<file path="src/rtl/pattern_pkg.sv">
// Shared types and helpers for the pattern sequencer and pattern generators.
// Colour is 6-bit RGB, three 2-bit channels; fade levels dim each channel independently.
package pattern_pkg;

    localparam int RGB_W = 6;
    localparam int CH_W  = 2;

    typedef enum logic [1:0] {
        FADE_NONE  = 2'd0,
        FADE_HALF  = 2'd1,
        FADE_BLACK = 2'd2
    } fade_level_e;

    typedef enum logic [1:0] {
        IDLE      = 2'd0,
        FADE_OUT1 = 2'd1,
        FADE_OUT2 = 2'd2,
        FADE_IN   = 2'd3
    } fade_state_e;

    function automatic logic [RGB_W-1:0] dim_rgb(input logic [RGB_W-1:0] rgb,
                                                 input fade_level_e level);
        logic [RGB_W-1:0] res;
        res = '0;
        for (int c = 0; c < RGB_W / CH_W; c++) begin
            case (level)
                FADE_NONE: res[c*CH_W +: CH_W] = rgb[c*CH_W +: CH_W];
                FADE_HALF: res[c*CH_W +: CH_W] = rgb[c*CH_W +: CH_W] >> 1;
                default:   res[c*CH_W +: CH_W] = '0;
            endcase
        end
        return res;
    endfunction

endpackage

</file>
<file path="src/rtl/frame_tick_det.sv">
// Frame origin detector: one-cycle frame_tick on the rising edge of active-low vsync.
// vsync_q resets high so a high vsync at reset release does not produce a tick.
module frame_tick_det (
    input  logic clk,
    input  logic rst_n,
    input  logic vsync,
    output logic frame_tick
);

    logic vsync_q;

    always_ff @(posedge clk) begin
        if (!rst_n) vsync_q <= 1'b1;
        else        vsync_q <= vsync;
    end

    assign frame_tick = vsync & ~vsync_q;

endmodule

</file>
<file path="src/rtl/pattern_sequencer.sv">
// Selects one of NUM_PATTERNS generators, with auto-cycling and manual stepping applied at frame origin.
// Build option PATTERN_FADE_EN: switches go through a fade-out / fade-in sequence over four frame ticks.
//
// fade state | meaning
// IDLE       | no transition in progress, requests are evaluated at frame_tick
// FADE_OUT1  | old pattern at half brightness
// FADE_OUT2  | black; sel switches at the next frame_tick
// FADE_IN    | new pattern at half brightness
module pattern_sequencer
    import pattern_pkg::*;
#(
    parameter int NUM_PATTERNS = 3,
    parameter int DWELL_W      = 10,
    parameter int SEL_W        = $clog2(NUM_PATTERNS)
) (
    input  logic                          clk,
    input  logic                          rst_n,
    input  logic                          vsync,
    input  logic                          paused,
    input  logic                          auto_en,
    input  logic [DWELL_W-1:0]            dwell,
    input  logic                          btn_next,
    input  logic                          btn_prev,
    input  logic [RGB_W*NUM_PATTERNS-1:0] rgb_in,
    output logic [SEL_W-1:0]              sel,
    output logic [NUM_PATTERNS-1:0]       next_frame,
    output logic [NUM_PATTERNS-1:0]       pattern_rst,
    output logic                          wrap,
    output logic [RGB_W-1:0]              rgb
);

    localparam logic [SEL_W-1:0] LAST_SEL = SEL_W'(NUM_PATTERNS - 1);

    logic                    frame_tick;
    logic [SEL_W-1:0]        sel_q;
    logic                    pend_next;
    logic                    pend_prev;
    logic [DWELL_W-1:0]      frame_cnt;
    logic [DWELL_W-1:0]      dwell_m1;
    logic                    pend_both;
    logic                    manual_req;
    logic                    auto_req;
    logic                    decide;
    logic                    decide_fwd;
    logic                    idle;
    logic                    apply;
    logic                    apply_fwd;
    logic [SEL_W-1:0]        sel_fwd;
    logic [SEL_W-1:0]        sel_bwd;
    logic [SEL_W-1:0]        sel_target;
    logic [NUM_PATTERNS-1:0] prst_nxt;
    logic [NUM_PATTERNS-1:0] prst_q;
    logic                    wrap_q;
    logic [RGB_W-1:0]        rgb_raw;

    frame_tick_det u_tick (
        .clk        (clk),
        .rst_n      (rst_n),
        .vsync      (vsync),
        .frame_tick (frame_tick)
    );

    // Switch decision at frame origin; opposing manual requests cancel and also suppress auto advance.
    always_comb begin
        dwell_m1   = (dwell == '0) ? '0 : dwell - DWELL_W'(1);
        pend_both  = pend_next & pend_prev;
        manual_req = pend_next ^ pend_prev;
        auto_req   = auto_en & ~paused & (frame_cnt >= dwell_m1);
        decide     = ~pend_both & (manual_req | auto_req);
        decide_fwd = manual_req ? pend_next : 1'b1;
    end

    always_comb begin
        sel_fwd    = (sel_q == LAST_SEL) ? '0 : sel_q + SEL_W'(1);
        sel_bwd    = (sel_q == '0) ? LAST_SEL : sel_q - SEL_W'(1);
        sel_target = apply_fwd ? sel_fwd : sel_bwd;
        prst_nxt   = '0;
        for (int k = 0; k < NUM_PATTERNS; k++) begin
            prst_nxt[k] = (sel_target == SEL_W'(k));
        end
    end

`ifdef PATTERN_FADE_EN
    fade_state_e state_q, state_d;
    logic        dir_q, dir_d;
    fade_level_e level;

    always_ff @(posedge clk) begin
        if (!rst_n) begin
            state_q <= IDLE;
            dir_q   <= 1'b1;
        end else begin
            state_q <= state_d;
            dir_q   <= dir_d;
        end
    end

    always_comb begin
        state_d = state_q;
        dir_d   = dir_q;
        level   = FADE_NONE;
        apply   = 1'b0;
        case (state_q)
            IDLE: begin
                if (frame_tick && decide) begin
                    state_d = FADE_OUT1;
                    dir_d   = decide_fwd;
                end
            end
            FADE_OUT1: begin
                level = FADE_HALF;
                if (frame_tick) state_d = FADE_OUT2;
            end
            FADE_OUT2: begin
                level = FADE_BLACK;
                if (frame_tick) begin
                    state_d = FADE_IN;
                    apply   = 1'b1;
                end
            end
            FADE_IN: begin
                level = FADE_HALF;
                if (frame_tick) state_d = IDLE;
            end
            default: state_d = IDLE;
        endcase
    end

    assign idle      = (state_q == IDLE);
    assign apply_fwd = dir_q;
    assign rgb       = dim_rgb(rgb_raw, level);
`else
    assign idle      = 1'b1;
    assign apply     = frame_tick & decide;
    assign apply_fwd = decide_fwd;
    assign rgb       = rgb_raw;
`endif

    // Requests raised during a fade stay latched; a button in the tick cycle carries to the next tick.
    always_ff @(posedge clk) begin
        if (!rst_n) begin
            sel_q     <= '0;
            pend_next <= 1'b0;
            pend_prev <= 1'b0;
            frame_cnt <= '0;
            prst_q    <= '0;
            wrap_q    <= 1'b0;
        end else begin
            prst_q <= '0;
            wrap_q <= 1'b0;
            if (apply) begin
                sel_q  <= sel_target;
                prst_q <= prst_nxt;
                wrap_q <= apply_fwd & (sel_q == LAST_SEL);
            end
            if (frame_tick && idle) begin
                pend_next <= btn_next;
                pend_prev <= btn_prev;
                if (decide)
                    frame_cnt <= '0;
                else if (!paused && frame_cnt != '1)
                    frame_cnt <= frame_cnt + DWELL_W'(1);
            end else begin
                pend_next <= pend_next | btn_next;
                pend_prev <= pend_prev | btn_prev;
            end
        end
    end

    always_comb begin
        next_frame = '0;
        rgb_raw    = '0;
        for (int k = 0; k < NUM_PATTERNS; k++) begin
            next_frame[k] = frame_tick & ~paused & (sel_q == SEL_W'(k));
            if (sel_q == SEL_W'(k)) rgb_raw = rgb_in[RGB_W*k +: RGB_W];
        end
    end

    assign sel         = sel_q;
    assign pattern_rst = prst_q;
    assign wrap        = wrap_q;

endmodule

</file>
<file path="config.mk">
export PLATFORM = sky130hd
export DESIGN_NAME = pattern_sequencer
export DESIGN_NICKNAME = d
export VERILOG_FILES = /design/src/rtl/pattern_pkg.sv /design/src/rtl/frame_tick_det.sv /design/src/rtl/pattern_sequencer.sv
export SDC_FILE = /design/constraint.sdc
export NUM_CORES = 1
export LEC_CHECK = 0
export CAP_MARGIN = 0
export CORE_UTILIZATION = 50
export DETAILED_ROUTE_END_ITERATION = 10
export GPL_TIMING_DRIVEN = 0
export PLACE_DENSITY = 0.86
export SLEW_MARGIN = 20
export SYNTH_ARGS = -nofsm -noshare
export SYNTH_HDL_FRONTEND = slang
export SYNTH_SLANG_ARGS = --single-unit
</file>
<file path="constraint.sdc">
create_clock -name clk -period 6.3 [get_ports clk]
set_clock_uncertainty 0.1 [all_clocks]
set_input_delay 1.26 -clock clk [delete_from_list [all_inputs] [get_ports clk]]
set_output_delay 1.26 -clock clk [all_outputs]
set_load 0.02 [all_outputs]
</file>
=== After elaboration in Yosys (flattened, before gate mapping) ===
Cells that the tools add are included.

* Memories: 0
* Bits in read-only memories: 0
* Bits in writable memories: 0
* Bits of input ports: 35
* Bits in latches: 0
* Flip-flop bits (word level): 19

* Shifts and indexed selects: 0
* Reduce and logical (&&, ||, !) cells: 8
* Multiply operators: 0
* Divide/modulo/power cells: 0
* Add/subtract/negate cells: 4
* Bitwise gates (word level): 18
* Multiplexer cells: 12
* Order comparisons: 1
* Equal/unequal tests: 5

{| class="wikitable"
|+ Operator list
! kind !! number
|-
| $mux 10 || 3
|-
| $mux 6 || 3
|-
| $and 1x1->1 || 11
|-
| $add 10x1->10 const B || 1
|-
| $ge 10x10->1 || 1
|-
| $logic_not 10->1 || 1
|-
| $ne 10x10->1 const B || 1
|-
| $sub 10x1->10 const B || 1
|-
| $mux 2 || 3
|-
| $eq 2x1->1 const B || 2
|-
| $eq 2x2->1 const B || 2
|-
| $logic_not 2->1 || 2
|-
| $reduce_and 2->1 || 2
|-
| $mux 1 || 3
|-
| $not 1->1 || 3
|-
| $or 1x1->1 || 3
|-
| $add 2x1->2 const B || 1
|-
| $reduce_bool 2->1 || 1
|-
| $sub 2x1->2 const B || 1
|-
| $logic_and 1x1->1 || 1
|-
| $logic_not 1->1 || 1
|-
| $xor 1x1->1 || 1
|}

=== Logic depth before layout (Yosys ltp) ===
Gate-level depths: netlist of run 1.

* Word-level depth: 8
* Gate-level depth with buffers: 13
* Depth with buffers taken out: 13

=== Modules after synthesis ===
A second synthesis of run 1 with hierarchy kept.

* Cells, all modules: 206
* Area total of the unflattened synthesis: 1565.3 um2

{| class="wikitable"
|+ By module, submodules not included
! module !! cells each !! instances !! area an instance (um2)
|-
| pattern_sequencer || 203 || 1 || 1525.2
|-
| frame_tick_det || 3 || 1 || 40.0
|}

=== Least setup slack after synthesis of run 1 ===
OpenSTA, ideal clock, no wires.

* Path kind: input to register
* Start point: input dwell[4]
* End point: register frame_cnt[7]
* Data arrival time: 3554 ps
* Stages: 11
* Slack: 2589 ps
* Required time: 6143 ps
* Library setup time: 57 ps
* Cell sequence: nor3_1 > nand2_1 > nor4_1 > mux2i_1 > ha_1 > and3_1 > o211ai_2 > and3b_1 > o21ai_2 > or4_1 > a21bo_1

* Cells in the longest elaborated chain, start to end: 8
* Elaborated cells on any way between the ends: 10
* Those cells by class: 1 x add/sub; 1 x order compare; 2 x mux; 3 x bitwise; 3 x reduce/logical

{| class="wikitable"
|+ Ends and longest elaborated chain
! what !! line !! text
|-
| from (decl) || pattern_sequencer.sv:21 || <nowiki>input logic [DWELL_W-1:0] dwell,</nowiki>
|-
| $sub 10x1->10 / $logic_not 10->1 (equally long branches) || pattern_sequencer.sv:65 || <nowiki>dwell_m1 = (dwell == '0) ? '0 : dwell - DWELL_W'(1);</nowiki>
|-
| $mux 10 * || pattern_sequencer.sv:65 ||
|-
| $ge 10x10->1 * || pattern_sequencer.sv:68 || <nowiki>auto_req = auto_en & ~paused & (frame_cnt >= dwell_m1);</nowiki>
|-
| $and 1x1->1 * || pattern_sequencer.sv:68 ||
|-
| $or 1x1->1 * || pattern_sequencer.sv:69 || <nowiki>decide = ~pend_both & (manual_req | auto_req);</nowiki>
|-
| $and 1x1->1 * || pattern_sequencer.sv:69 ||
|-
| $reduce_bool 2->1 (no source line) || - ||
|-
| $reduce_and 2->1 (no source line) || - ||
|-
| to (signal assigned) || pattern_sequencer.sv:162 || <nowiki>frame_cnt <= frame_cnt + DWELL_W'(1);</nowiki>
|-
| to (decl) || pattern_sequencer.sv:38 || <nowiki>logic [DWELL_W-1:0] frame_cnt;</nowiki>
|}

Mark *: on every way between the ends. The rest lies on a longest branch, timed or not.
A chain may end at the register's enable or synchronous reset.

=== Worst setup path in the final report of run 1 ===
* Start point: input vsync
* End point: output next_frame[2]

* Cells in the longest elaborated chain, start to end: 3

{| class="wikitable"
|+ Ends and longest elaborated chain
! what !! line !! text
|-
| from (decl) || pattern_sequencer.sv:18 || <nowiki>input logic vsync,</nowiki>
|-
| $and 1x1->1 || frame_tick_det.sv:17 || <nowiki>assign frame_tick = vsync & ~vsync_q;</nowiki>
|-
| $and 1x1->1 (2 in a row) || pattern_sequencer.sv:174 || <nowiki>next_frame[k] = frame_tick & ~paused & (sel_q == SEL_W'(k));</nowiki>
|-
| to (decl) || pattern_sequencer.sv:26 || <nowiki>output logic [NUM_PATTERNS-1:0] next_frame,</nowiki>
|}

Every way passes these cells.

==> flow_summary.html, run 1 <==
<table>
<tr><th>Metric</th><th>Value</th></tr>
<tr><th colspan="2">Global route</th></tr>
<tr><td>Vias in the first global route</td><td>1429</td></tr>
<tr><td>Total gr overflow</td><td>0</td></tr>
<tr><td>Global-route wire length before repair</td><td>6260 µm</td></tr>
<tr><td>Largest net degree at the start of global routing</td><td>12</td></tr>
<tr><td>Initial antenna violation count</td><td>0</td></tr>
<tr><td>Total track usage</td><td>24.1%</td></tr>
<tr><th colspan="2">Route</th></tr>
<tr><td>Detailed Route Iter0 Violations</td><td>38</td></tr>
<tr><td>Number of remaining DRC errors</td><td>3</td></tr>
<tr><td>Average routed wire per standard cell</td><td>12.7 µm</td></tr>
<tr><td>Final antenna-violating net count</td><td>0</td></tr>
<tr><td>DR vias/cell</td><td>5.52</td></tr>
<tr><td>Length of the first detailed-routing pass in iterations</td><td>7</td></tr>
<tr><td>Final routed wirelength across all metal layers</td><td>roughly 3600 µm</td></tr>
<tr><td>Vias after detailed routing</td><td>1557</td></tr>
<tr><th colspan="2">Die</th></tr>
<tr><td>Die boundary width</td><td>57.5 µm</td></tr>
<tr><td>Die Area</td><td>~0.0033 mm²</td></tr>
<tr><td>Number of I/O pins</td><td>50</td></tr>
<tr><td># rows</td><td>19</td></tr>
<tr><td>Die span in y</td><td>57.5 µm</td></tr>
<tr><td>Starting utilization of the core area</td><td>54.4%</td></tr>
<tr><td>Area of the core</td><td>0.00283 mm²</td></tr>
<tr><th colspan="2">STA</th></tr>
<tr><td>Post-route worst setup slack</td><td>1.98 ns</td></tr>
<tr><td>Fmax</td><td>0.232 GHz</td></tr>
<tr><td>Final period demand of the worst path</td><td>between 4 and 5 ns</td></tr>
<tr><td>Final period util</td><td>68.5%</td></tr>
<tr><td>Count of final max-slew check failures</td><td>0</td></tr>
<tr><td>Fin. Hold Viols</td><td>0</td></tr>
<tr><td>Setup repair after global routing missed its margin</td><td>false</td></tr>
<tr><td>Number of setup violations in the final report</td><td>0</td></tr>
<tr><td>Measured slew at the worst slew-check pin</td><td>0.534 ns</td></tr>
<tr><td>Worst slew margin relative to its limit</td><td>between 60 and 70%</td></tr>
<tr><td>Fin Setup TNS</td><td>0 ns</td></tr>
<tr><th colspan="2">Setup path</th></tr>
<tr><td>Critical-path maximum fanout</td><td>6</td></tr>
<tr><td>Ordered list of cells on the worst path</td><td>clkdlybuf4s50_1, nand2b_1, nor2_1, and2_1, clkdlybuf4s50_1</td></tr>
<tr><td>Data arrival time of the worst path</td><td>2.96 ns</td></tr>
<tr><td>Delay contributed by the slowest stage of the critical path</td><td>approximately 0.60 ns</td></tr>
<tr><td>Capturing element type of the critical path</td><td>output pin</td></tr>
<tr><td>Worst Setup Path Type</td><td>in -&gt; out</td></tr>
<tr><td>Worst path required time</td><td>4.94 ns</td></tr>
<tr><td>Kind of cell adding the most delay to the critical path</td><td>buffers and inverters</td></tr>
<tr><td>CP most frequent cell</td><td>clkdlybuf4s50_1</td></tr>
<tr><td>Buffer and inverter count on the worst path</td><td>2</td></tr>
<tr><td>Startpoint class of the critical path</td><td>input port</td></tr>
<tr><td>Crit-path slowest cell</td><td>clkdlybuf4s50_1</td></tr>
<tr><th colspan="2">Place</th></tr>
<tr><td>Port-buffer cells</td><td>around 50</td></tr>
<tr><td>Placed Instances</td><td>~280</td></tr>
<tr><td>Setup slack at placement</td><td>1.84 ns</td></tr>
<tr><td>Detailed placement HPWL</td><td>2950 µm</td></tr>
<tr><td>Routability congestion estimate from global placement</td><td>0.802</td></tr>
<tr><th colspan="2">Synth</th></tr>
<tr><td>Number of distinct library cell variants in the gate-level netlist after synthesis</td><td>48</td></tr>
<tr><td>Proportion of synthesized flip-flops having asynchronous set or reset</td><td>0%</td></tr>
<tr><td>Share of synthesized area occupied by flip-flops and latches</td><td>24.7%</td></tr>
<tr><td>Seq cells post-synth</td><td>19</td></tr>
<tr><td>Number of flops mapped to enable cells by yosys</td><td>0</td></tr>
<tr><td>Number of warnings issued by yosys</td><td>0</td></tr>
<tr><td>Synth Instances</td><td>198</td></tr>
<tr><td>Prevailing post-synth register cell</td><td>dfxtp_1</td></tr>
<tr><td>Net Count, Synth</td><td>251</td></tr>
<tr><td>Post-Syn Area per Cell</td><td>approximately 7.8 µm²</td></tr>
<tr><td>Area of the mapped netlist</td><td>about 0.0015 mm²</td></tr>
<tr><th colspan="2">Clock tree</th></tr>
<tr><td>Number of hold buffers added after cts</td><td>0</td></tr>
<tr><td>Bufs on Longest Clock Path</td><td>2</td></tr>
<tr><td>Number of setup buffers added after CTS</td><td>0</td></tr>
<tr><td>CTS root buf</td><td>clkbuf_4</td></tr>
<tr><td>Register clock-pin slew on the reported worst setup and hold paths</td><td>0.12 ns</td></tr>
<tr><td>Number of resized instances in the post-cts repair step</td><td>0</td></tr>
<tr><td>CTS Buf Count</td><td>3</td></tr>
<tr><td>Source-to-sink clock delay at the later pin of the worst-skew pair</td><td>0.31 ns</td></tr>
<tr><td>Sinks on the clock net</td><td>19</td></tr>
<tr><td>H-tree Lvls</td><td>1</td></tr>
<tr><td>TritonCTS clock tree</td><td>done</td></tr>
<tr><th colspan="2">Layout</th></tr>
<tr><td>Layout Area Growth over Synthesis</td><td>36.2%</td></tr>
<tr><td>Area used by multi-input combinational logic</td><td>0.00111 mm²</td></tr>
<tr><td>Number of non-filler instances in the completed layout</td><td>282</td></tr>
<tr><td>Nets</td><td>between 300 and 400</td></tr>
<tr><td>Sequential Area</td><td>between 300 and 400 µm²</td></tr>
<tr><td>Antenna diode instance count</td><td>0</td></tr>
<tr><td>Layout fillers</td><td>238</td></tr>
<tr><td>Final core utilization</td><td>74.0%</td></tr>
<tr><td>Fraction of final layout cells with drive strength greater than 1</td><td>around 4.8%</td></tr>
<tr><th colspan="2">Power and ir drop</th></tr>
<tr><td>Power per standard cell area</td><td>129 mW/mm²</td></tr>
<tr><td>Worst-case vdd ir drop</td><td>0.0973 mV</td></tr>
<tr><td>Leakage power total</td><td>between 0.9 and 1 nW</td></tr>
<tr><td>Total power of the final layout</td><td>0.000271 W</td></tr>
<tr><th colspan="2">Min path</th></tr>
<tr><td>HP Class</td><td>reg -&gt; reg</td></tr>
<tr><th colspan="2">Status</th></tr>
<tr><td>Result of the run</td><td>finished with violations</td></tr>
<tr><td>Violated checks</td><td>DRC</td></tr>
<tr><th colspan="2">Job</th></tr>
<tr><td>Max-Cap Viols</td><td>0</td></tr>
</table>
## power by group
| part | switching [W] | internal, W |
|---|---|---|
| logic | 0.0000377 | 0.0000435 |
| clock network | 0.0000421 | 0.0000237 |
| registers | 0.00000139 | 0.000122 |
## layout make-up
cell class	count	share of cell area, %
Tap cell	31	1.85
Multi-Input combinational cell	167	53.1
Clock inverter	1	0.239
Inverter	10	1.79
Timing Repair Buffer	49	23.4
Buffer	2	0.358
Clock buffer	3	1.08
Sequential cell	19	18.2
## per-layer routing
metal / wire [µm] / up-vias / GRT usage (%)
met5: 0 / - / 0
met4: 40 / 0 / 8.01
met3: 103 / 4 / 3.40
met2: 1660 / 30 / 40.0
met1: 1770 / 707 / 31.9
li1: - / 816 / -
## worst min-delay path: cells and delay by family, from the launching register on
kind	cells	cell delay, ns
compound gates	1	0.06
flops	1	0.37
simple gates	1	0.07
## placed cells by master, fill, tap and decap left out, types with 3 or more instances in the layout
master,count
dfxtp_1,19
a21o_1,4
nor2_1,18
nor3_1,7
o21ai_0,8
nand4_1,3
a22oi_1,5
xor2_1,4
nor3b_1,3
a211o_1,4
and2_1,4
ha_1,18
clkdlybuf4s50_1,49
nand2_1,34
clkbuf_4,3
inv_1,10
a21oi_1,10
xnor2_1,3
nand2b_1,4
## worst paths after layout
| kind | start | slack, ns | cells past startpoint | end |
|---|---|---|---|---|
| max | vsync | 1.98 | 5 | next_frame[2] |
| min | frame_cnt[1]$_SDFFE_PN0P_ | 0.44 | 2 | frame_cnt[1]$_SDFFE_PN0P_ |
| max reg2reg | frame_cnt[3]$_SDFFE_PN0P_ | 3.97 | 7 | frame_cnt[7]$_SDFFE_PN0P_ |
| min reg2reg | frame_cnt[1]$_SDFFE_PN0P_ | 0.44 | 2 | frame_cnt[1]$_SDFFE_PN0P_ |
## flip-flops by register name (all words and copies together), names as in the netlist
register,cells
sel,2
u_tick.vsync_q,1
frame_cnt,10
pend_next,1
pattern_rst,3
wrap,1
pend_prev,1
## cell usage after synthesis (4+ instances only)
library cell,count,area (µm²)
a211o_1,4,35.0
a21o_1,4,30.0
a21oi_1,10,50.1
a22oi_1,5,37.5
and2_1,4,25.0
dfxtp_1,19,380
ha_1,18,225
inv_1,10,37.5
nand2_1,34,128
nand2b_1,4,25.0
nor2_1,18,67.6
nor3_1,7,35.0
o21ai_0,8,40.0
xor2_1,4,35.0
## through the flow
step | hold slack (ns) | area, µm²
floorplan | 0.380 | 1540
global placement | 0.401 | 2070
detailed placement | 0.417 | 2070
CTS | 0.435 | 2090
global route | 0.471 | 2090
finish | 0.438 | 2090
## logic make-up (layout without fill, tap and decap cells)
family          after synthesis  count (layout)  share of synthesized area, %
compound gates               46              46                          20.3
xor+xnor                      7               7                          3.99
fa+ha+maj                    18              18                          14.6
flops                        19              19                          24.7
mux                           3               3                          2.03
buf+inv                      12              65                          2.93
simple gates                 93              93                          31.4
Power figures use the tool's default switching activity.
==> run 2: changes to the inputs <==
--- a/config.mk
+++ b/config.mk
@@ -6,10 +6,10 @@
 export NUM_CORES = 1
 export LEC_CHECK = 0
 export CAP_MARGIN = 0
-export CORE_UTILIZATION = 50
+export CORE_UTILIZATION = 42
 export DETAILED_ROUTE_END_ITERATION = 10
 export GPL_TIMING_DRIVEN = 0
-export PLACE_DENSITY = 0.86
+export PLACE_DENSITY = 0.77
 export SLEW_MARGIN = 20
 export SYNTH_ARGS = -nofsm -noshare
 export SYNTH_HDL_FRONTEND = slang
==> constraint.sdc (replaced) <==
create_clock -name clk -period 3.95 [get_ports clk]
set_clock_uncertainty 0.1 [all_clocks]
set_input_delay 0.79 -clock clk [delete_from_list [all_inputs] [get_ports clk]]
set_output_delay 0.79 -clock clk [all_outputs]
set_load 0.02 [all_outputs]
==> run 2 against run 1 <==
  * The flow now finishes without violations
  * Hold slack got worse by 0.0074 ns
  * Highest routed layer unchanged
  * First-iteration DRC count unchanged
  * Power is 58% higher
  * Global-route usage fell by 4.0 points
  * Clock power up 55%
  * Design area increased by 1.6%
  * Core utilization decreased by 12 points
  * Cell count increased by 6.0%
==> flow_summary.html, run 2 (synthesis results as in run 1) <==
<table>
<tr><th>Metric</th><th>Value</th></tr>
<tr><th colspan="2">Status</th></tr>
<tr><td>Result of the run</td><td>complete, no violations</td></tr>
<tr><th colspan="2">Layout</th></tr>
<tr><td>Number of flip-flops in the largest register</td><td>10</td></tr>
<tr><td>Final core utilization</td><td>roughly 62%</td></tr>
<tr><td>Fraction of final layout cells with drive strength greater than 1</td><td>5.53%</td></tr>
<tr><td>Commonest non-fill, non-tap cells in the layout</td><td>clkdlybuf4s50_1 (49), nand2_1 (34), dfxtp_1 (19)</td></tr>
<tr><td>Antenna diode instance count</td><td>0</td></tr>
<tr><td>Layout Area Growth over Synthesis</td><td>38.4%</td></tr>
<tr><td>Number of non-filler instances in the completed layout</td><td>299</td></tr>
<tr><td>Most flops, register</td><td>frame_cnt</td></tr>
<tr><td>Most common library cell in the layout ignoring fill and taps</td><td>clkdlybuf4s50_1</td></tr>
<tr><td>Nets</td><td>between 300 and 400</td></tr>
<tr><th colspan="2">Die</th></tr>
<tr><td>Starting utilization of the core area</td><td>45.0%</td></tr>
<tr><td>Die boundary width</td><td>62.5 µm</td></tr>
<tr><td>Die span in y</td><td>between 60 and 70 µm</td></tr>
<tr><td>Die Area</td><td>approximately 0.004 mm²</td></tr>
<tr><td>Area of the core</td><td>0.00342 mm²</td></tr>
<tr><td># rows</td><td>21</td></tr>
<tr><td>Number of I/O pins</td><td>50</td></tr>
<tr><th colspan="2">Route</th></tr>
<tr><td>Length of the first detailed-routing pass in iterations</td><td>4</td></tr>
<tr><td>Number of remaining DRC errors</td><td>0</td></tr>
<tr><td>Detailed Route Iter0 Violations</td><td>38</td></tr>
<tr><td>Average routed wire per standard cell</td><td>~12 µm</td></tr>
<tr><td>DR vias/cell</td><td>5.22</td></tr>
<tr><td>Final routed wirelength across all metal layers</td><td>3700 µm</td></tr>
<tr><td>Final antenna-violating net count</td><td>0</td></tr>
<tr><td>Vias after detailed routing</td><td>1560</td></tr>
<tr><th colspan="2">Place</th></tr>
<tr><td>Detailed placement HPWL</td><td>between 3000 and 4000 µm</td></tr>
<tr><td>Routability congestion estimate from global placement</td><td>0.782</td></tr>
<tr><td>Placed Instances</td><td>293</td></tr>
<tr><td>Port-buffer cells</td><td>49</td></tr>
<tr><th colspan="2">Power and ir drop</th></tr>
<tr><td>Worst-case vdd ir drop</td><td>0.143 mV</td></tr>
<tr><td>Switching portion of total power</td><td>approximately 30%</td></tr>
<tr><td>Internal power</td><td>0.000302 W</td></tr>
<tr><td>Leakage power total</td><td>0.915 nW</td></tr>
<tr><td>Net switching power</td><td>0.000126 W</td></tr>
<tr><td>Flop pwr share</td><td>46.0%</td></tr>
<tr><td>Fraction of power consumed by combinational cells</td><td>30.2%</td></tr>
<tr><td>Clock network fraction of total power</td><td>23.8%</td></tr>
<tr><td>Power per standard cell area</td><td>slightly above 200 mW/mm²</td></tr>
<tr><th colspan="2">Global route</th></tr>
<tr><td>Initial antenna violation count</td><td>0</td></tr>
<tr><td>Largest net degree at the start of global routing</td><td>12</td></tr>
<tr><td>Global-route wire length before repair</td><td>6380 µm</td></tr>
<tr><td>Total track usage</td><td>20.1%</td></tr>
<tr><td>Total gr overflow</td><td>0</td></tr>
<tr><td>Vias in the first global route</td><td>1423</td></tr>
<tr><th colspan="2">Setup path</th></tr>
<tr><td>Ordered list of cells on the worst path</td><td>clkdlybuf4s50_1, nor4_1, nand4_1, buf_4, buf_4, nand2_1, ha_1, and3_1, o211ai_2, and3b_1, o21ai_2, or4_1, a21bo_1</td></tr>
<tr><td>Worst Setup Path Type</td><td>in -&gt; reg</td></tr>
<tr><td>Kind of cell adding the most delay to the critical path</td><td>simple AND/OR/NAND/NOR gates</td></tr>
<tr><td>Capturing element type of the critical path</td><td>register</td></tr>
<tr><td>Startpoint class of the critical path</td><td>input port</td></tr>
<tr><td>Worst path required time</td><td>about 4 ns</td></tr>
<tr><td>Crit-path slowest cell</td><td>clkdlybuf4s50_1</td></tr>
<tr><td>Critical-path maximum fanout</td><td>7</td></tr>
<tr><td>Data arrival time of the worst path</td><td>3.78 ns</td></tr>
<tr><td>Buffer and inverter count on the worst path</td><td>3</td></tr>
<tr><td>Delay contributed by the slowest stage of the critical path</td><td>0.50 ns</td></tr>
<tr><td>CP most frequent cell</td><td>buf_4</td></tr>
<tr><th colspan="2">Min path</th></tr>
<tr><td>HP Class</td><td>reg -&gt; reg</td></tr>
<tr><th colspan="2">Clock tree</th></tr>
<tr><td>Source-to-sink clock delay at the later pin of the worst-skew pair</td><td>0.30 ns</td></tr>
<tr><td>H-tree Lvls</td><td>1</td></tr>
<tr><td>Number of resized instances in the post-cts repair step</td><td>0</td></tr>
<tr><td>CTS Buf Count</td><td>3</td></tr>
<tr><td>Sinks on the clock net</td><td>19</td></tr>
<tr><td>CTS root buf</td><td>clkbuf_4</td></tr>
<tr><td>Bufs on Longest Clock Path</td><td>2</td></tr>
<tr><td>TritonCTS clock tree</td><td>done</td></tr>
<tr><td>Register clock-pin slew on the reported worst setup and hold paths</td><td>around 0.12 ns</td></tr>
<tr><th colspan="2">STA</th></tr>
<tr><td>Final period demand of the worst path</td><td>3.62 ns</td></tr>
<tr><td>Final period util</td><td>91.5%</td></tr>
<tr><td>Fin. Hold Viols</td><td>0</td></tr>
<tr><td>Number of setup violations in the final report</td><td>0</td></tr>
<tr><td>Setup repair after global routing missed its margin</td><td>false</td></tr>
<tr><td>Fmax</td><td>roughly 0.28 GHz</td></tr>
<tr><td>Count of final max-slew check failures</td><td>0</td></tr>
<tr><td>Measured slew at the worst slew-check pin</td><td>0.525 ns</td></tr>
<tr><td>Worst slew margin relative to its limit</td><td>64.8%</td></tr>
<tr><th colspan="2">Job</th></tr>
<tr><td>Max-Cap Viols</td><td>0</td></tr>
</table>
## run 2: power groups by stage
| stage | Combinational, W | Sequential [W] | Clock, W |
|---|---|---|---|
| 6_report | 0.000130 | 0.000197 | 0.000102 |
| 5_1_grt | 0.000144 | 0.000198 | 0.000113 |
| 4_1_cts | 0.000130 | 0.000197 | 0.000102 |
| 3_5_place_dp | 0.000130 | 0.000201 | 0 |
| 3_3_place_gp | 0.000128 | 0.000201 | 0 |
| 2_1_floorplan | 0.0000624 | 0.000202 | 0 |
## run 2: worst paths after layout
kind,from,endpoint,slack [ns],cells after the start
worst max-delay path,dwell[5],frame_cnt[7]$_SDFFE_PN0P_,0.33,13
worst min register to register,pend_next$_SDFF_PN0_,pend_next$_SDFF_PN0_,0.43,2
worst max register to register,frame_cnt[3]$_SDFFE_PN0P_,frame_cnt[7]$_SDFFE_PN0P_,1.65,7
worst min-delay path,pend_next$_SDFF_PN0_,pend_next$_SDFF_PN0_,0.43,2
## run 2: what timing repair did
item                       CTS  global route
hold buffers                 0             0
setup endpoints to repair    0             4
setup buffers                0             2
## run 2: final cells by class
| type | instances | area, µm² |
|---|---|---|
| Multi-Input combinational cell | 167 | 1110 |
| Buffer | 2 | 7.51 |
| Tap cell | 46 | 57.6 |
| Sequential cell | 19 | 380 |
| Clock inverter | 1 | 5.00 |
| Fill cell | 332 | 1290 |
| Clock buffer | 3 | 22.5 |
| Timing Repair Buffer | 51 | 505 |
| Inverter | 10 | 37.5 |
## run 2: metal layers
metal	GRT usage [%]	vias to the layer above	share of wire (%)
met4	3.49	0	0.76
met2	35.2	30	48
met5	0	-	0
li1	-	823	-
met1	26.2	705	48
met3	2.74	2	2.9
## run 2: per-stage QoR
| step | hold slack (ns) | cell area [µm²] | total power [W] | TNS, ns | setup slack [ns] |
|---|---|---|---|---|---|
| final | 0.431 | 2130 | 0.000428 | 0 | 0.334 |
| after global routing | 0.472 | 2130 | 0.000454 | 0 | 0.187 |
| after CTS | 0.435 | 2110 | 0.000429 | 0 | 0.243 |
| after detailed placement | 0.408 | 2090 | 0.000331 | -0.306 | -0.0828 |
| after global placement | 0.398 | 2090 | 0.000329 | -0.0113 | -0.0113 |
| after floorplan | 0.380 | 1540 | 0.000264 | 0 | 0.709 |
## run 2: worst min-delay path, stage by stage (launching register included)
cell     delay (ns)
dfxtp_1        0.37
a21oi_1        0.07
nor2_1         0.07
==> run 3: changes to the inputs <==
--- a/config.mk
+++ b/config.mk
@@ -6,10 +6,12 @@
 export NUM_CORES = 1
 export LEC_CHECK = 0
 export CAP_MARGIN = 0
-export CORE_UTILIZATION = 42
+export CORE_UTILIZATION = 50
 export DETAILED_ROUTE_END_ITERATION = 10
+export DONT_BUFFER_PORTS = 1
 export GPL_TIMING_DRIVEN = 0
-export PLACE_DENSITY = 0.77
+export PLACE_DENSITY = 0.68
+export REMOVE_ABC_BUFFERS = 1
 export SLEW_MARGIN = 20
 export SYNTH_ARGS = -nofsm -noshare
 export SYNTH_HDL_FRONTEND = slang
==> run 3 against run 2 <==
  * The run now ends with DRC left
  * Global-route usage rose by 1.5 points
  * Non-clock buffer count fell by 53
  * Die area fell by 16%
  * Count of clock-buffer cells in the layout did not move
  * Clock power barely moved
  * Power fell by 12%
  * Cell count fell by 23%
  * Design area fell by 25%
  * Sequential power barely moved
==> flow_summary.html, run 3 (synthesis results as in run 1) <==
<table>
<tr><th>Metric</th><th>Value</th></tr>
<tr><th colspan="2">Clock tree</th></tr>
<tr><td>Source-to-sink clock delay at the later pin of the worst-skew pair</td><td>0.30 ns</td></tr>
<tr><td>TritonCTS clock tree</td><td>done</td></tr>
<tr><td>CTS Buf Count</td><td>3</td></tr>
<tr><td>H-tree Lvls</td><td>1</td></tr>
<tr><td>Number of setup buffers added after CTS</td><td>0</td></tr>
<tr><td>Sinks on the clock net</td><td>19</td></tr>
<tr><td>CTS root buf</td><td>clkbuf_4</td></tr>
<tr><td>Number of hold buffers added after cts</td><td>0</td></tr>
<tr><td>Bufs on Longest Clock Path</td><td>2</td></tr>
<tr><td>Number of resized instances in the post-cts repair step</td><td>0</td></tr>
<tr><td>Register clock-pin slew on the reported worst setup and hold paths</td><td>0.11 ns</td></tr>
<tr><th colspan="2">Layout</th></tr>
<tr><td>Fraction of final layout cells with drive strength greater than 1</td><td>6.00%</td></tr>
<tr><td>Antenna diode instance count</td><td>0</td></tr>
<tr><td>Number of flip-flops in the largest register</td><td>10</td></tr>
<tr><td>Layout fillers</td><td>289</td></tr>
<tr><td>Layout Area Growth over Synthesis</td><td>3.82%</td></tr>
<tr><td>Number of non-filler instances in the completed layout</td><td>231</td></tr>
<tr><td>Nets</td><td>roughly 250</td></tr>
<tr><td>Commonest non-fill, non-tap cells in the layout</td><td>nand2_1 (34), dfxtp_1 (19), nor2_1 (18), ha_1 (18)</td></tr>
<tr><td>Most flops, register</td><td>frame_cnt</td></tr>
<tr><td>Most common library cell in the layout ignoring fill and taps</td><td>nand2_1</td></tr>
<tr><th colspan="2">Route</th></tr>
<tr><td>Final routed wirelength across all metal layers</td><td>roughly 3400 µm</td></tr>
<tr><td>Length of the first detailed-routing pass in iterations</td><td>8</td></tr>
<tr><td>Vias after detailed routing</td><td>1412</td></tr>
<tr><td>Average routed wire per standard cell</td><td>roughly 15 µm</td></tr>
<tr><td>DR vias/cell</td><td>between 6 and 7</td></tr>
<tr><td>Detailed Route Iter0 Violations</td><td>77</td></tr>
<tr><td>Number of remaining DRC errors</td><td>6</td></tr>
<tr><td>Final antenna-violating net count</td><td>0</td></tr>
<tr><th colspan="2">STA</th></tr>
<tr><td>Count of final max-slew check failures</td><td>0</td></tr>
<tr><td>Setup repair after global routing missed its margin</td><td>false</td></tr>
<tr><td>Fmax</td><td>0.309 GHz</td></tr>
<tr><td>Fin Hold WS</td><td>0.440 ns</td></tr>
<tr><td>Measured slew at the worst slew-check pin</td><td>0.689 ns</td></tr>
<tr><td>Final period demand of the worst path</td><td>3.24 ns</td></tr>
<tr><td>Number of setup violations in the final report</td><td>0</td></tr>
<tr><td>Worst slew margin relative to its limit</td><td>53.6%</td></tr>
<tr><td>Fin Setup TNS</td><td>0 ns</td></tr>
<tr><td>Fin. Hold Viols</td><td>0</td></tr>
<tr><td>Final period util</td><td>between 80% and 90%</td></tr>
<tr><th colspan="2">Die</th></tr>
<tr><td>Die span in y</td><td>roughly 57 µm</td></tr>
<tr><td>Starting utilization of the core area</td><td>54.4%</td></tr>
<tr><td># rows</td><td>19</td></tr>
<tr><td>Die Area</td><td>0.00330 mm²</td></tr>
<tr><td>Area of the core</td><td>0.00283 mm²</td></tr>
<tr><td>Number of I/O pins</td><td>50</td></tr>
<tr><td>Die boundary width</td><td>57.5 µm</td></tr>
<tr><th colspan="2">Setup path</th></tr>
<tr><td>Startpoint class of the critical path</td><td>input port</td></tr>
<tr><td>Capturing element type of the critical path</td><td>register</td></tr>
<tr><td>Worst path required time</td><td>around 4 ns</td></tr>
<tr><td>Data arrival time of the worst path</td><td>3.40 ns</td></tr>
<tr><td>Critical-path maximum fanout</td><td>7</td></tr>
<tr><td>Worst Setup Path Type</td><td>in -&gt; reg</td></tr>
<tr><th colspan="2">Global route</th></tr>
<tr><td>Vias in the first global route</td><td>approximately 1.3k</td></tr>
<tr><td>Global-route wire length before repair</td><td>5650 µm</td></tr>
<tr><td>Total gr overflow</td><td>0</td></tr>
<tr><td>Initial antenna violation count</td><td>0</td></tr>
<tr><td>Largest net degree at the start of global routing</td><td>16</td></tr>
<tr><td>Total track usage</td><td>a little over a fifth</td></tr>
<tr><th colspan="2">Power and ir drop</th></tr>
<tr><td>Leakage power total</td><td>0.718 nW</td></tr>
<tr><td>Worst-case vdd ir drop</td><td>roughly 0.24 mV</td></tr>
<tr><td>Total power of the final layout</td><td>0.000375 W</td></tr>
<tr><td>Power per standard cell area</td><td>235 mW/mm²</td></tr>
<tr><th colspan="2">Place</th></tr>
<tr><td>Routability congestion estimate from global placement</td><td>around 0.85</td></tr>
<tr><td>Port-buffer cells</td><td>0</td></tr>
<tr><td>Detailed placement HPWL</td><td>2790 µm</td></tr>
<tr><td>Placed Instances</td><td>227</td></tr>
<tr><th colspan="2">Min path</th></tr>
<tr><td>HP Class</td><td>reg -&gt; reg</td></tr>
<tr><th colspan="2">Job</th></tr>
<tr><td>Max-Cap Viols</td><td>0</td></tr>
<tr><th colspan="2">Status</th></tr>
<tr><td>Result of the run</td><td>finished with violations</td></tr>
<tr><td>Violated checks</td><td>DRC</td></tr>
</table>
==> run 3: cell types whose count changed in the layout (fill, tap and decap cells not counted), sizes merged <==
| cell | delta |
|---|---|
| clkbuf | -2 |
| clkdlybuf4s50 | -49 |
| buf | -2 |
==> run 3: path summary, 6_finish.rpt <==
check,startpoint,to,slack (ns),cells after the start
worst min-delay path,frame_cnt[1]$_SDFFE_PN0P_,frame_cnt[1]$_SDFFE_PN0P_,0.44,2
worst max-delay path,dwell[4],frame_cnt[7]$_SDFFE_PN0P_,0.71,11
worst max register to register,frame_cnt[3]$_SDFFE_PN0P_,frame_cnt[7]$_SDFFE_PN0P_,1.60,7
worst min register to register,frame_cnt[1]$_SDFFE_PN0P_,frame_cnt[1]$_SDFFE_PN0P_,0.44,2
==> run 3: where the power goes <==
group	internal (W)	switching (W)	total, W
combinational	0.0000276	0.0000481	0.0000757
sequential	0.000195	0.00000355	0.000198
clock	0.0000377	0.0000631	0.000101
==> run 3: critical path, cell delays in order <==
cell and delay [ns]:
nor3_1 0.29, nand2_1 0.15, nor4_1 0.29, mux2i_1 0.24
ha_1 0.27, and3_1 0.16, o211ai_2 0.19, and3b_1 0.20
o21ai_2 0.12, or4_1 0.51, a21bo_1 0.18
==> run 3: area by class of cell <==
type                    count  area, µm²  area share, %
well taps                  31       38.8           2.43
clock buffers               3       22.5           1.41
multi-input cells         167       1110           69.7
inverters                  10       37.5           2.35
flip-flops and latches     19        380           23.8
clock inverters             1       5.00          0.313
==> run 3: routing by layer <==
metal	vias to the layer above	track usage [%]	routed length [µm]
li1	711	-	-
met4	0	3.14	27
met2	39	37.9	1690
met3	4	5.44	169
met1	658	27.0	1500
met5	-	0	0
==> run 3: through the flow <==
step | instance area [µm²] | utilization, % | worst slack, ns
CTS | 1600 | 56.4 | 0.710
finish | 1600 | 56.4 | 0.710
floorplan | 1530 | - | 0.709
global placement | 1570 | 55.5 | 0.477
detailed placement | 1570 | 55.5 | 0.401
global route | 1600 | 56.4 | 0.555
